File: src/rtl/regfile_write_buffer.sv
// Posted-write FIFO in front of the register file write port, with newest-wins read bypass.
// Define REGFILE_WRITE_BUFFER_BYPASS_EN to build the bypass; otherwise reads pass straight through.
module regfile_write_buffer #(
  parameter int unsigned DEPTH = 4,
  parameter int unsigned WIDTH = 32,
  parameter int unsigned AW    = 5
) (
  input  logic                     Clk,
  input  logic                     Reset,
  input  logic                     InValid,
  output logic                     InReady,
  input  logic [AW-1:0]            InRegister,
  input  logic [WIDTH-1:0]         InData,
  input  logic                     Stall,
  output logic                     RegWrite,
  output logic [AW-1:0]            WriteRegister,
  output logic [WIDTH-1:0]         WriteData,
  input  logic [AW-1:0]            LookupRegister1,
  input  logic [AW-1:0]            LookupRegister2,
  input  logic [WIDTH-1:0]         RegData1,
  input  logic [WIDTH-1:0]         RegData2,
  output logic [WIDTH-1:0]         ReadData1,
  output logic [WIDTH-1:0]         ReadData2,
  output logic                     Hit1,
  output logic                     Hit2,
  output logic [$clog2(DEPTH):0]   Count,
  output logic                     Empty
);

  localparam int unsigned PW = $clog2(DEPTH);
  localparam int unsigned CW = PW + 1;

  logic [AW-1:0]    mem_reg  [DEPTH];
  logic [WIDTH-1:0] mem_data [DEPTH];
  logic [PW-1:0]    head;
  logic [PW-1:0]    tail;
  logic [CW-1:0]    count;
  logic             accept;
  logic             store;
  logic             pop;

  assign InReady       = (count < CW'(DEPTH));
  assign Empty         = (count == '0);
  assign Count         = count;
  assign RegWrite      = !Empty && !Stall;
  assign WriteRegister = mem_reg[head];
  assign WriteData     = mem_data[head];

  assign accept = InValid && InReady;
  // Writes to register 0 complete the handshake but are dropped here.
  assign store  = accept && (InRegister != '0);
  assign pop    = RegWrite;

  always_ff @(posedge Clk or posedge Reset) begin
    if (Reset) begin
      head  <= '0;
      tail  <= '0;
      count <= '0;
      for (int unsigned i = 0; i < DEPTH; i++) begin
        mem_reg[i]  <= '0;
        mem_data[i] <= '0;
      end
    end else begin
      if (store) begin
        mem_reg[tail]  <= InRegister;
        mem_data[tail] <= InData;
        tail           <= tail + PW'(1);
      end
      if (pop) begin
        head <= head + PW'(1);
      end
      case ({store, pop})
        2'b10:   count <= count + CW'(1);
        2'b01:   count <= count - CW'(1);
        default: count <= count;
      endcase
    end
  end

`ifdef REGFILE_WRITE_BUFFER_BYPASS_EN
  logic [AW-1:0]    look    [2];
  logic [WIDTH-1:0] rf_data [2];
  logic [WIDTH-1:0] rd      [2];
  logic             hit     [2];

  assign look[0]    = LookupRegister1;
  assign look[1]    = LookupRegister2;
  assign rf_data[0] = RegData1;
  assign rf_data[1] = RegData2;
  assign ReadData1  = rd[0];
  assign ReadData2  = rd[1];
  assign Hit1       = hit[0];
  assign Hit2       = hit[1];

  // Scan oldest to newest so the last match (closest to tail) wins.
  always_comb begin
    for (int unsigned p = 0; p < 2; p++) begin
      hit[p] = 1'b0;
      rd[p]  = rf_data[p];
      for (int unsigned i = 0; i < DEPTH; i++) begin
        if ((CW'(i) < count) && (look[p] != '0) &&
            (mem_reg[head + PW'(i)] == look[p])) begin
          hit[p] = 1'b1;
          rd[p]  = mem_data[head + PW'(i)];
        end
      end
    end
  end
`else
  logic unused_lookup;

  assign Hit1          = 1'b0;
  assign Hit2          = 1'b0;
  assign ReadData1     = RegData1;
  assign ReadData2     = RegData2;
  assign unused_lookup = ^{LookupRegister1, LookupRegister2};
`endif

endmodule

File: config.mk
export PLATFORM = sky130hd
export DESIGN_NAME = regfile_write_buffer
export DESIGN_NICKNAME = d
export VERILOG_FILES = /design/src/rtl/regfile_write_buffer.sv
export SDC_FILE = /design/constraint.sdc
export NUM_CORES = 1
export LEC_CHECK = 0
export ABC_AREA = 0
export CORE_MARGIN = 2
export CORE_UTILIZATION = 40
export DETAILED_ROUTE_END_ITERATION = 10
export PLACE_DENSITY = 0.76
export SETUP_SLACK_MARGIN = 0.05
export SYNTH_ARGS = -nofsm -noshare
export SYNTH_HDL_FRONTEND = slang
export SYNTH_SLANG_ARGS = --single-unit
File: constraint.sdc
create_clock -name Clk -period 6 [get_ports Clk]
set_input_delay 1.2 -clock Clk [delete_from_list [all_inputs] [get_ports Clk]]
set_output_delay 1.2 -clock Clk [all_outputs]
set_load 0.01 [all_outputs]
Word-level counts from Yosys, hierarchy flattened

Cells that the tools add are included.

Equal/unequal tests: 2
Reduce and logical (&&, ||, !) cells: 9
Add/sub/neg operators: 4
Muxes and demuxes: 13
$lt $le $gt $ge: 4
Bitwise logic cells: 2

Operators with widths:

| kind                                                     | number |
|---|---|
| bitwise mux 128 bit                                      | 1 |
| two-way mux 32 bit                                       | 3 |
| binary-select mux 32 bit (select 2 bit)                  | 1 |
| demux 32 bit (select 2 bit)                              | 1 |
| bitwise mux 20 bit                                       | 1 |
| two-way mux 5 bit                                        | 3 |
| binary-select mux 5 bit (select 2 bit)                   | 1 |
| demux 5 bit (select 2 bit)                               | 1 |
| greater-or-equal comparator 3 bit, second input constant | 2 |
| inverter 2 -> 3 bit                                      | 2 |
| one-hot mux 3 bit (2 select lines)                       | 1 |
| nonzero test 5 bit                                       | 1 |
| adder 2 x 1 -> 2 bit, second input constant              | 2 |
| logical AND 1 bit                                        | 4 |
| adder 3 x 1 -> 3 bit, second input constant              | 1 |
| logical NOT 3 bit                                        | 1 |
| < comparator 3 x 1 -> 1 bit, second input constant       | 1 |
| < comparator 3 bit, second input constant                | 1 |
| subtractor 3 x 1 -> 3 bit, second input constant         | 1 |
| == test 2 x 1 -> 1 bit, second input constant            | 1 |
| == test 2 bit, second input constant                     | 1 |
| logical NOT 1 bit                                        | 2 |
| nonzero test 2 bit                                       | 1 |

Word-level logic and storage cells: 45
Register bits after elaboration: 155
Bits of input ports: 115
Output and inout bits: 109

Depth between registers and ports, before layout

Gate-level depths: netlist (run 1).

Word-level depth: 6
Mapped depth: 10
Depth with buffers taken out: 9

Worst setup path after synthesis (run 1)

No wires, ideal clock.

Path kind: input to register
Start: input port InRegister[1]
End: register count[2] (netlist: Count[2])
Setup slack: 2,971 ps
Library setup time: 80 ps
Arrival: 2,949 ps
Data required time: 5,920 ps
Stages on the path: 10
Path buffers: 1
Path through: or3_1 buf_6 o211a_1 inv_1 ha_1 inv_1 fa_1 xor2_1 nor2_1 xnor2_1

Cells in the longest elaborated chain, start to end: 4
Elaborated cells between the ends (all ways): 6
Classes of those cells: eq/ne: 2; mux: 1; reduce/logical: 3

RTL lines:

| item                                                                     | RTL line | text |
|---|---|---|
| start: declaration                                                       | 12       | `input logic [AW-1:0] InRegister,` |
| nonzero test 5 bit (*)                                                   | 51       | `assign store = accept && (InRegister != '0);` |
| logical AND 1 bit (*)                                                    | 51       |  |
| == test 2 x 1 -> 1 bit or == test 2 bit (tied branches)                  | 72       | `case ({store, pop})` |
| one-hot mux 3 bit (2 select lines) or nonzero test 2 bit (tied branches) | n/a      |  |
| end signal: assignment                                                   | 73       | `2'b10: count <= count + CW'(1);` |
| end signal: assignment                                                   | 74       | `2'b01: count <= count - CW'(1);` |
| end signal: assignment                                                   | 75       | `default: count <= count;` |
| end: declaration                                                         | 37       | `logic [CW-1:0] count;` |

Mark *: on every way between the ends. The rest lies on a longest branch, timed or not.
A chain may end at the register's enable or synchronous reset.

Worst setup path in the final report (run 1)

Start: register head[0]
End: output port WriteData[19]

Cells in the longest elaborated chain, start to end: 4

RTL lines:

| item                                                   | RTL line | text |
|---|---|---|
| start: declaration                                     | 35       | `logic [PW-1:0] head;` |
| start signal: assignment                               | 70       | `head <= head + PW'(1);` |
| inverter 2 -> 3 bit (not written as such)              | 47       | `assign WriteData = mem_data[head];` |
| binary-select mux 32 bit (select 2 bit)                | 47       |  |
| two-way mux 32 bit (not written as such) (2 in series) | 47       |  |
| end: declaration                                       | 17       | `output logic [WIDTH-1:0] WriteData,` |

Every way passes these cells. The select of a mux whose other input is x is not followed.

==> flow_summary.toml, run 1 <==
[setup_path]
cp.arrival_ps = 2990
critPathCaptureType = "output pin"
startpoint_type = "flop"
critPathKind = "reg -> out"
cp_data_required_time_ps = 4800
cp_max_fo = 29

[floorplan]
core-area_um2 = 18100
die_h_um = 140
dieArea_um2 = 19700
ios = 224
die_w_um = 140
row_count = 49
start_util_pct = 41.1

[drt]
via_per_inst = 5.42
avgRoutedWirePerCell_um = 21.0
drt_wl_total_um = 15400
drtIter0Drc = 169
drc_errors = 0
postRouteAntennaNets = 0
vias = 3973
dr.pass1.iters = 4

[place]
dp_hpwl_um = 9610
dpl.cell_count = 701
globalplace.congestion = 0.726
io_buffer_count = 83
dp_slack_ps = 1940

[global_routing]
overflow = 0
grt_max_degree = 120
first_global_vias = 4453
grt_first_pass_wirelength_um = 24400
track_usage_pct = 16.1
antenna_found_initial = 0

[logic_synthesis]
ys.warnings.count = 0
synth_seq_cells = 155
synth_area_leaders = "dfrtp_1, mux2_2, mux4_2"
syn_area_per_cell_um2 = 15.7
synth_top_area_share_pct = 52.2
synth_area_um2 = 7440
synth-seq-area-share_pct = 52.2
yosysUniqueCellTypes = 29
yosys.area.top_type = "dfrtp_1"
synth_cells = 473

[sta]
fin_crit_ps = 4190
fin_crit_sh_pct = 69.9
fmax_mhz = 238
final_hold_viol_count = 0
finalSetupTns_ps = 0
fin_ws_ps = 1810
finClkSkew_ps = 13.0
slew_headroom_pct = 24.3
worstMarginPinSlew_ps = 1130
rsz0062_at_grt = "false"
setup_viol = 0
drv_slew = 0

[layout]
fin_nets = 612
seq_area_um2 = 3880
multiInputGateArea_um2 = 2860
diodes = 0
layout-drive-gt1-share_pct = 41.3
fin_cells = 733
largest_register_ffs = 128
fillers = 1509
area_growth_pct = 15.4

[cts]
cts_htree_levels = 4
clk_latency_ps = 420
cts_sinks = 155
clockBufferDepth = 2
ctsHoldBuffers = 0
cts_tree = "built"
cts_root_buf = "clkbuf_16"
cts_buffers = 17
clkTransAtPathRegs_ps = 70
cts_resized = 0
post_cts_buffers = 0

[power]
cellLeakagePower_nw = 3.69
power_w = 0.00524
power.density_nw_per_um2 = 611
vdd_drop_max_mv = 0.364

[flow_run]
max-cap-violations = 0

[status]
status = "finished clean"

[worst_hold_path]
hp-class = "reg -> reg"
[where the power goes]
part	switching, W	internal, W
logic	0.000711	0.00139
clock network	0.000434	0.000740
registers	0.000399	0.00157
[synthesized netlist by cell type]
| library cell | n |
|---|---|
| o21ai_4 | 3 |
| mux2_1 | 4 |
| inv_1 | 8 |
| nor3b_1 | 1 |
| conb_1 | 1 |
| nor2_1 | 3 |
| buf_1 | 3 |
| a22o_1 | 20 |
| a21boi_2 | 2 |
| mux2_4 | 20 |
| clkbuf_1 | 4 |
| fa_1 | 1 |
| o21ai_2 | 1 |
| or3_1 | 1 |
| mux2i_1 | 1 |
| xnor2_1 | 3 |
| buf_6 | 6 |
| buf_8 | 2 |
| dfrtp_1 | 155 |
| o211a_1 | 1 |
| ha_1 | 5 |
| buf_4 | 69 |
| and3b_1 | 4 |
| or2_1 | 1 |
| xor2_1 | 3 |
| mux2_2 | 105 |
| nor3_1 | 2 |
| mux4_2 | 37 |
| buf_2 | 7 |
[layout make-up]
class                   count  share of cell area [%]
repair buffers             89                    10.2
clock inverters            14                    2.55
flip-flops and latches    155                    45.2
inverters                   8                   0.408
clock buffers              18                    5.00
multi-input cells         220                    33.3
well taps                 229                    3.34
[final timing paths]
path / start / endpoint / slack [ps] / cells past startpoint
max: head[0] / WriteData[19] / 1810 / 3
min: mem_data[88] / mem_data[88] / 490 / 1
max reg2reg: tail[0] / mem_data[63] / 3540 / 5
min reg2reg: mem_data[88] / mem_data[88] / 490 / 1
max in group asynchronous: Reset / mem_data[64] / 3430 / 3
min in group asynchronous: Reset / Count[1] / 1380 / 2
[metrics by stage]
stage / utilization, % / hold WS [ps] / area (um2)
floorplan: - / 459 / 7440
global placement: 43.9 / 468 / 7930
global route: 47.5 / 507 / 8580
finish: 47.5 / 494 / 8580
CTS: 47.5 / 495 / 8580
detailed placement: 43.9 / 478 / 7930
[metal layers]
metal | part of all wire, % | wire length, um | global-route usage, %
met1 | 40 | 6230 | 19.6
met2 | 50 | 7760 | 26.5
met3 | 6.9 | 1070 | 5.47
met4 | 2.2 | 343 | 6.38
met5 | 0 | 0 | 0
[cell families (layout without fill, tap and decap cells)]
family	Yosys count	in the layout	synth area share [%]
multiplexers	167	167	31.9
adder cells (fa/ha/maj)	6	6	1.11
flip-flops	155	155	52.2
AND/OR/NAND/NOR	12	12	1.03
XOR/XNOR	6	6	0.707
AO/OA/AOI/OAI	27	27	3.57
other	1	2	0.0504
buffers and inverters	99	129	9.51
[cells in the final DEF, fill, tap and decap left out, types with 2 or more instances in the layout]
cell type	count
o21ai_4	3
mux4_2	37
a22o_1	20
mux2_1	4
nor3_1	2
mux2_2	105
and3b_1	4
inv_6	2
clkbuf_16	17
clkinvlp_4	5
buf_4	6
dfrtp_1	153
dfrtp_2	2
a21boi_2	2
bufinv_16	5
ha_1	5
nor2_1	3
mux2_4	20
inv_1	7
clkinv_4	2
xnor2_1	3
conb_1	2
clkdlybuf4s50_1	83
xor2_1	3
[worst max-delay path, cell delays in order, from the launching register on]
cell	delay [ps]
dfrtp_2	1070
buf_4	410
mux4_2	530
clkdlybuf4s50_1	540
No activity file was read; power rests on OpenSTA's default activity.
==> run 2, diff against run 1 <==
--- a/config.mk
+++ b/config.mk
@@ -9,7 +9,7 @@
 export CORE_MARGIN = 2
 export CORE_UTILIZATION = 40
 export DETAILED_ROUTE_END_ITERATION = 10
-export PLACE_DENSITY = 0.76
+export PLACE_DENSITY = 0.78
 export SETUP_SLACK_MARGIN = 0.05
 export SYNTH_ARGS = -nofsm -noshare
 export SYNTH_HDL_FRONTEND = slang
==> constraint.sdc (replaced) <==
create_clock -name Clk -period 3.7 [get_ports Clk]
set_input_delay 0.74 -clock Clk [delete_from_list [all_inputs] [get_ports Clk]]
set_output_delay 0.74 -clock Clk [all_outputs]
set_load 0.01 [all_outputs]
==> run 2 against run 1 <==
  * Die area is the same
  * Design area up 1.0%
  * Routed wire length increased by 1.6%
  * Sequential power grew 57%
  * Clock skew decreased by 4.3 ps
  * Via count is 0.73% higher
  * Core utilization up 0.48 points
  * Power grew 62%
  * Critical path type unchanged
  * Largest cell class unchanged
==> flow_summary.toml, run 2 (synthesis gave the netlist of run 1 again) <==
[global_routing]
grt_first_pass_wirelength_um = 25300
antenna_found_initial = 0
overflow = 0
first_global_vias = 4534
grt_max_degree = 64
track_usage_pct = 16.7

[layout]
fin_nets = 620
diodes = 0
final_common_cell = "dfrtp_1"
fin_util_pct = 47.9
fillers = 1512
layout-drive-gt1-share_pct = 42.4
largest_register_ffs = 128
final_cell_mix = "dfrtp_1, mux2_2, clkdlybuf4s50_1, mux4_2"
area_growth_pct = 16.6

[sta]
finClkSkew_ps = 8.70
finalSetupTns_ps = 0
fin_crit_ps = 3260
slew_headroom_pct = 41.7
final_hold_viol_count = 0
fin_crit_sh_pct = 88.1
worstMarginPinSlew_ps = 873
fmax_mhz = 307
drv_slew = 0
rsz0062_at_grt = "false"
setup_viol = 0

[place]
io_buffer_count = 83
dp_hpwl_um = 10300
globalplace.congestion = 0.722

[floorplan]
die_h_um = 140
core-area_um2 = 18100
die_w_um = 140
dieArea_um2 = 19700
row_count = 49
start_util_pct = 41.1
ios = 224

[setup_path]
rr_endpoint = "mem_data[123]"
worstRegToRegCells = 6
cp_data_required_time_ps = 2960
critPathKind = "reg -> out"
critPathCaptureType = "output pin"
startpoint_type = "flop"
cp_max_fo = 19
r2r_start = "tail[0]"
cp.arrival_ps = 2520
r2r_slack_ps = 1660

[drt]
drc_errors = 0
drtIter0Drc = 122
drt_wl_total_um = 15600
vias = 4002
met1_length_um = 6130
met2_length_um = 7830
dr.pass1.iters = 5
dr_wl_met3_um = 1130
avgRoutedWirePerCell_um = 21.1
via_per_inst = 5.40
postRouteAntennaNets = 0
highest_layer = "met4"

[cts]
cts_resized = 0
clockBufferDepth = 2
post_cts_buffers = 0
cts_tree = "built"
clkTransAtPathRegs_ps = 60
cts_root_buf = "clkbuf_16"
clk_latency_ps = 420
cts_sinks = 155
cts_buffers = 17
cts_htree_levels = 4
ctsHoldBuffers = 0

[worst_hold_path]
whs_path_depth = 1
hp-class = "reg -> reg"
min_from = "mem_data[88]"
worstHoldEndpoint = "mem_data[88]"

[power]
power_w = 0.00849
power.density_nw_per_um2 = 980
cellLeakagePower_nw = 3.74
vdd_drop_max_mv = 0.525

[flow_run]
max-cap-violations = 0

[status]
status = "finished clean"
run 2: worst max path at each step:
stage / cells after the start / start / slack [ps] / endpoint
2_1_floorplan: 1 / Reset / 1000 / Count[0]
3_3_place_gp: 10 / InRegister[2] / 550 / Count[2]
3_5_place_dp: 10 / InRegister[2] / 510 / Count[2]
4_1_cts: 3 / head[0] / 360 / WriteData[22]
5_1_grt: 3 / head[0] / 270 / WriteData[14]
6_report: 3 / head[0] / 440 / WriteData[19]
run 2: worst max-delay path, stage by stage, from the launching register on:
cell and delay, ps:
dfrtp_2 740, buf_12 280, mux4_2 550, clkdlybuf4s50_1 500
run 2: area by class of cell:
class	count	area [um2]	area share (%)
Clock buffer	20	467	5.38
Clock inverter	12	159	1.83
Inverter	8	33.8	0.390
Multi-Input combinational cell	220	2860	32.9
Sequential cell	155	3880	44.8
Tap cell	229	287	3.31
Timing Repair Buffer	97	986	11.4
run 2: power by group:
| group | internal (W) | switching (W) |
|---|---|---|
| Combinational | 0.00229 | 0.00128 |
| Sequential | 0.00255 | 0.000537 |
| Clock | 0.00112 | 0.000712 |
| Total | 0.00597 | 0.00253 |
run 2: per-layer routing:
| metal | track usage [%] | vias up |
|---|---|---|
| li1 | - | 1705 |
| met1 | 19.1 | 2087 |
| met2 | 28.1 | 162 |
| met3 | 6.12 | 48 |
| met4 | 7.60 | 0 |
| met5 | 0 | - |
run 2: per-stage QoR:
stage / worst slack [ps] / std cells / cell area (um2) / hold slack, ps
global route: 267 / 741 / 8670 / 510
global placement: 554 / 709 / 8040 / 468
finish: 438 / 741 / 8670 / 496
floorplan: 1000 / 474 / 7440 / 459
CTS: 356 / 741 / 8670 / 498
detailed placement: 509 / 709 / 8040 / 482
==> run 3, diff against run 2 <==
--- a/config.mk
+++ b/config.mk
@@ -6,8 +6,10 @@
 export NUM_CORES = 1
 export LEC_CHECK = 0
 export ABC_AREA = 0
+export CORE_ASPECT_RATIO = 0.75
 export CORE_MARGIN = 2
 export CORE_UTILIZATION = 40
+export CTS_CLUSTER_DIAMETER = 60
 export DETAILED_ROUTE_END_ITERATION = 10
 export PLACE_DENSITY = 0.78
 export SETUP_SLACK_MARGIN = 0.05
==> run 3 against run 2 <==
  * Final cell count up 1.8%
  * Flip-flop and latch count unchanged
  * Clock skew up 3.5 ps
  * Highest routed layer unchanged
  * Clock-buffer cell count up 5
==> flow_summary.toml, run 3 (synthesis gave the netlist of run 1 again) <==
[layout]
final_common_cell = "dfrtp_1"
largest_register_ffs = 128
layout-drive-gt1-share_pct = 40.8
fin_util_pct = 46.9
final_cell_mix = "dfrtp_1, mux2_2, clkdlybuf4s50_1, mux4_2"
final_area_um2 = 8610
fin_nets = 616
diodes = 0
area_growth_pct = 15.7

[setup_path]
r2r_start = "tail[0]"
cp.arrival_ps = 2300
r2r_slack_ps = 1690
critPathCaptureType = "output pin"
startpoint_type = "flop"
cp_max_fo = 20
cp_data_required_time_ps = 2960
worstRegToRegCells = 6
critPathKind = "reg -> out"
rr_endpoint = "mem_data[63]"

[worst_hold_path]
min_from = "mem_reg[8]"
worstHoldEndpoint = "mem_reg[8]"
hp-class = "reg -> reg"
whs_path_depth = 1

[drt]
avgRoutedWirePerCell_um = 19.9
drc_errors = 0
dr.pass1.iters = 4
vias = 3899
drt_wl_total_um = 15000
via_per_inst = 5.17
postRouteAntennaNets = 0
drtIter0Drc = 157

[global_routing]
grt_first_pass_wirelength_um = 24300
track_usage_pct = 16.2
antenna_found_initial = 0
overflow = 0
first_global_vias = 4367
grt_max_degree = 156

[cts]
clk_latency_ps = 420
cts_buffers = 17
clockBufferDepth = 2
clkTransAtPathRegs_ps = 60
cts_root_buf = "clkbuf_16"
cts_htree_levels = 4
cts_tree = "built"
cts_resized = 0
cts_sinks = 155
ctsHoldBuffers = 0
post_cts_buffers = 0

[power]
pwr-share-seq_pct = 36.7
power.density_nw_per_um2 = 967
swShare_pct = 29.4
cellLeakagePower_nw = 3.69
clkPwrFrac_pct = 20.4
p_int_w = 0.00588
power_frac_comb_pct = 42.9
vdd_drop_max_mv = 0.614
power_switching_w = 0.00244

[floorplan]
ios = 224
row_count = 43
die_h_um = 122
dieArea_um2 = 19700
start_util_pct = 40.5
core-area_um2 = 18300
die_w_um = 161

[place]
dp_hpwl_um = 9620
dp_slack_ps = 561
io_buffer_count = 83
globalplace.congestion = 0.740
place_area_um2 = 8040

[flow_run]
max-cap-violations = 0

[sta]
fin_crit_ps = 3040
finalSetupTns_ps = 0
rsz0062_at_grt = "false"
fin_ws_ps = 663
worstMarginPinSlew_ps = 805
finClkSkew_ps = 12.2
drv_slew = 0
fin_crit_sh_pct = 82.1
final_hold_viol_count = 0
setup_viol = 0
fmax_mhz = 329
slew_headroom_pct = 46.3

[status]
status = "finished clean"
## run 3: changes by cell type in the layout (fill, tap and decap cells not counted)
cell	delta
buf_4	-4
bufinv_16	-1
clkbuf_1	+5
clkinv_2	-1
clkinv_4	-2
clkinvlp_4	+1
inv_6	-3
## run 3: how the worst max path moves through the flow
stage | from | end | slack, ps | cells after the start
after global placement | InRegister[2] | Count[2] | 580 | 10
after detailed placement | InRegister[2] | Count[2] | 560 | 10
final | head[1] | WriteRegister[3] | 660 | 3
after CTS | head[1] | WriteRegister[2] | 650 | 3
after floorplan | Reset | Count[0] | 1000 | 1
after global routing | head[1] | WriteRegister[3] | 580 | 3
## run 3: layout make-up
class | instances | area [um2]
well taps | 247 | 309
flip-flops and latches | 155 | 3880
clock buffers | 25 | 485
inverters | 8 | 33.8
multi-input cells | 220 | 2860
clock inverters | 6 | 87.6
repair buffers | 93 | 956
fillers | 1549 | 9740
## run 3: per-stage QoR
| step | instances | hold WS, ps | total power, W |
|---|---|---|---|
| after floorplan | 474 | 459 | 0.00530 |
| after global placement | 723 | 469 | 0.00649 |
| after detailed placement | 723 | 482 | 0.00671 |
| after CTS | 754 | 498 | 0.00844 |
| after global routing | 754 | 516 | 0.00882 |
| final | 754 | 498 | 0.00833 |
## run 3: per-layer routing
metal,routed length (um),global-route usage (%),vias to the layer above
met5,0,0,-
met4,298,5.64,0
met3,661,4.83,38
met2,7240,25.7,91
met1,6780,21.3,2085
li1,-,-,1685
## run 3: power by group through the flow
| stage | registers [W] | logic [W] | clock network (W) |
|---|---|---|---|
| 6_report | 0.00306 | 0.00357 | 0.00170 |
| 3_3_place_gp | 0.00297 | 0.00352 | 0 |
| 4_1_cts | 0.00306 | 0.00364 | 0.00174 |
| 5_1_grt | 0.00317 | 0.00384 | 0.00181 |
| 3_5_place_dp | 0.00308 | 0.00363 | 0 |
| 2_1_floorplan | 0.00286 | 0.00244 | 0 |
## run 3: critical path, stage by stage (launching register included)
cell	delay (ps)
dfrtp_2	740
buf_12	270
mux4_2	340
clkdlybuf4s50_1	500
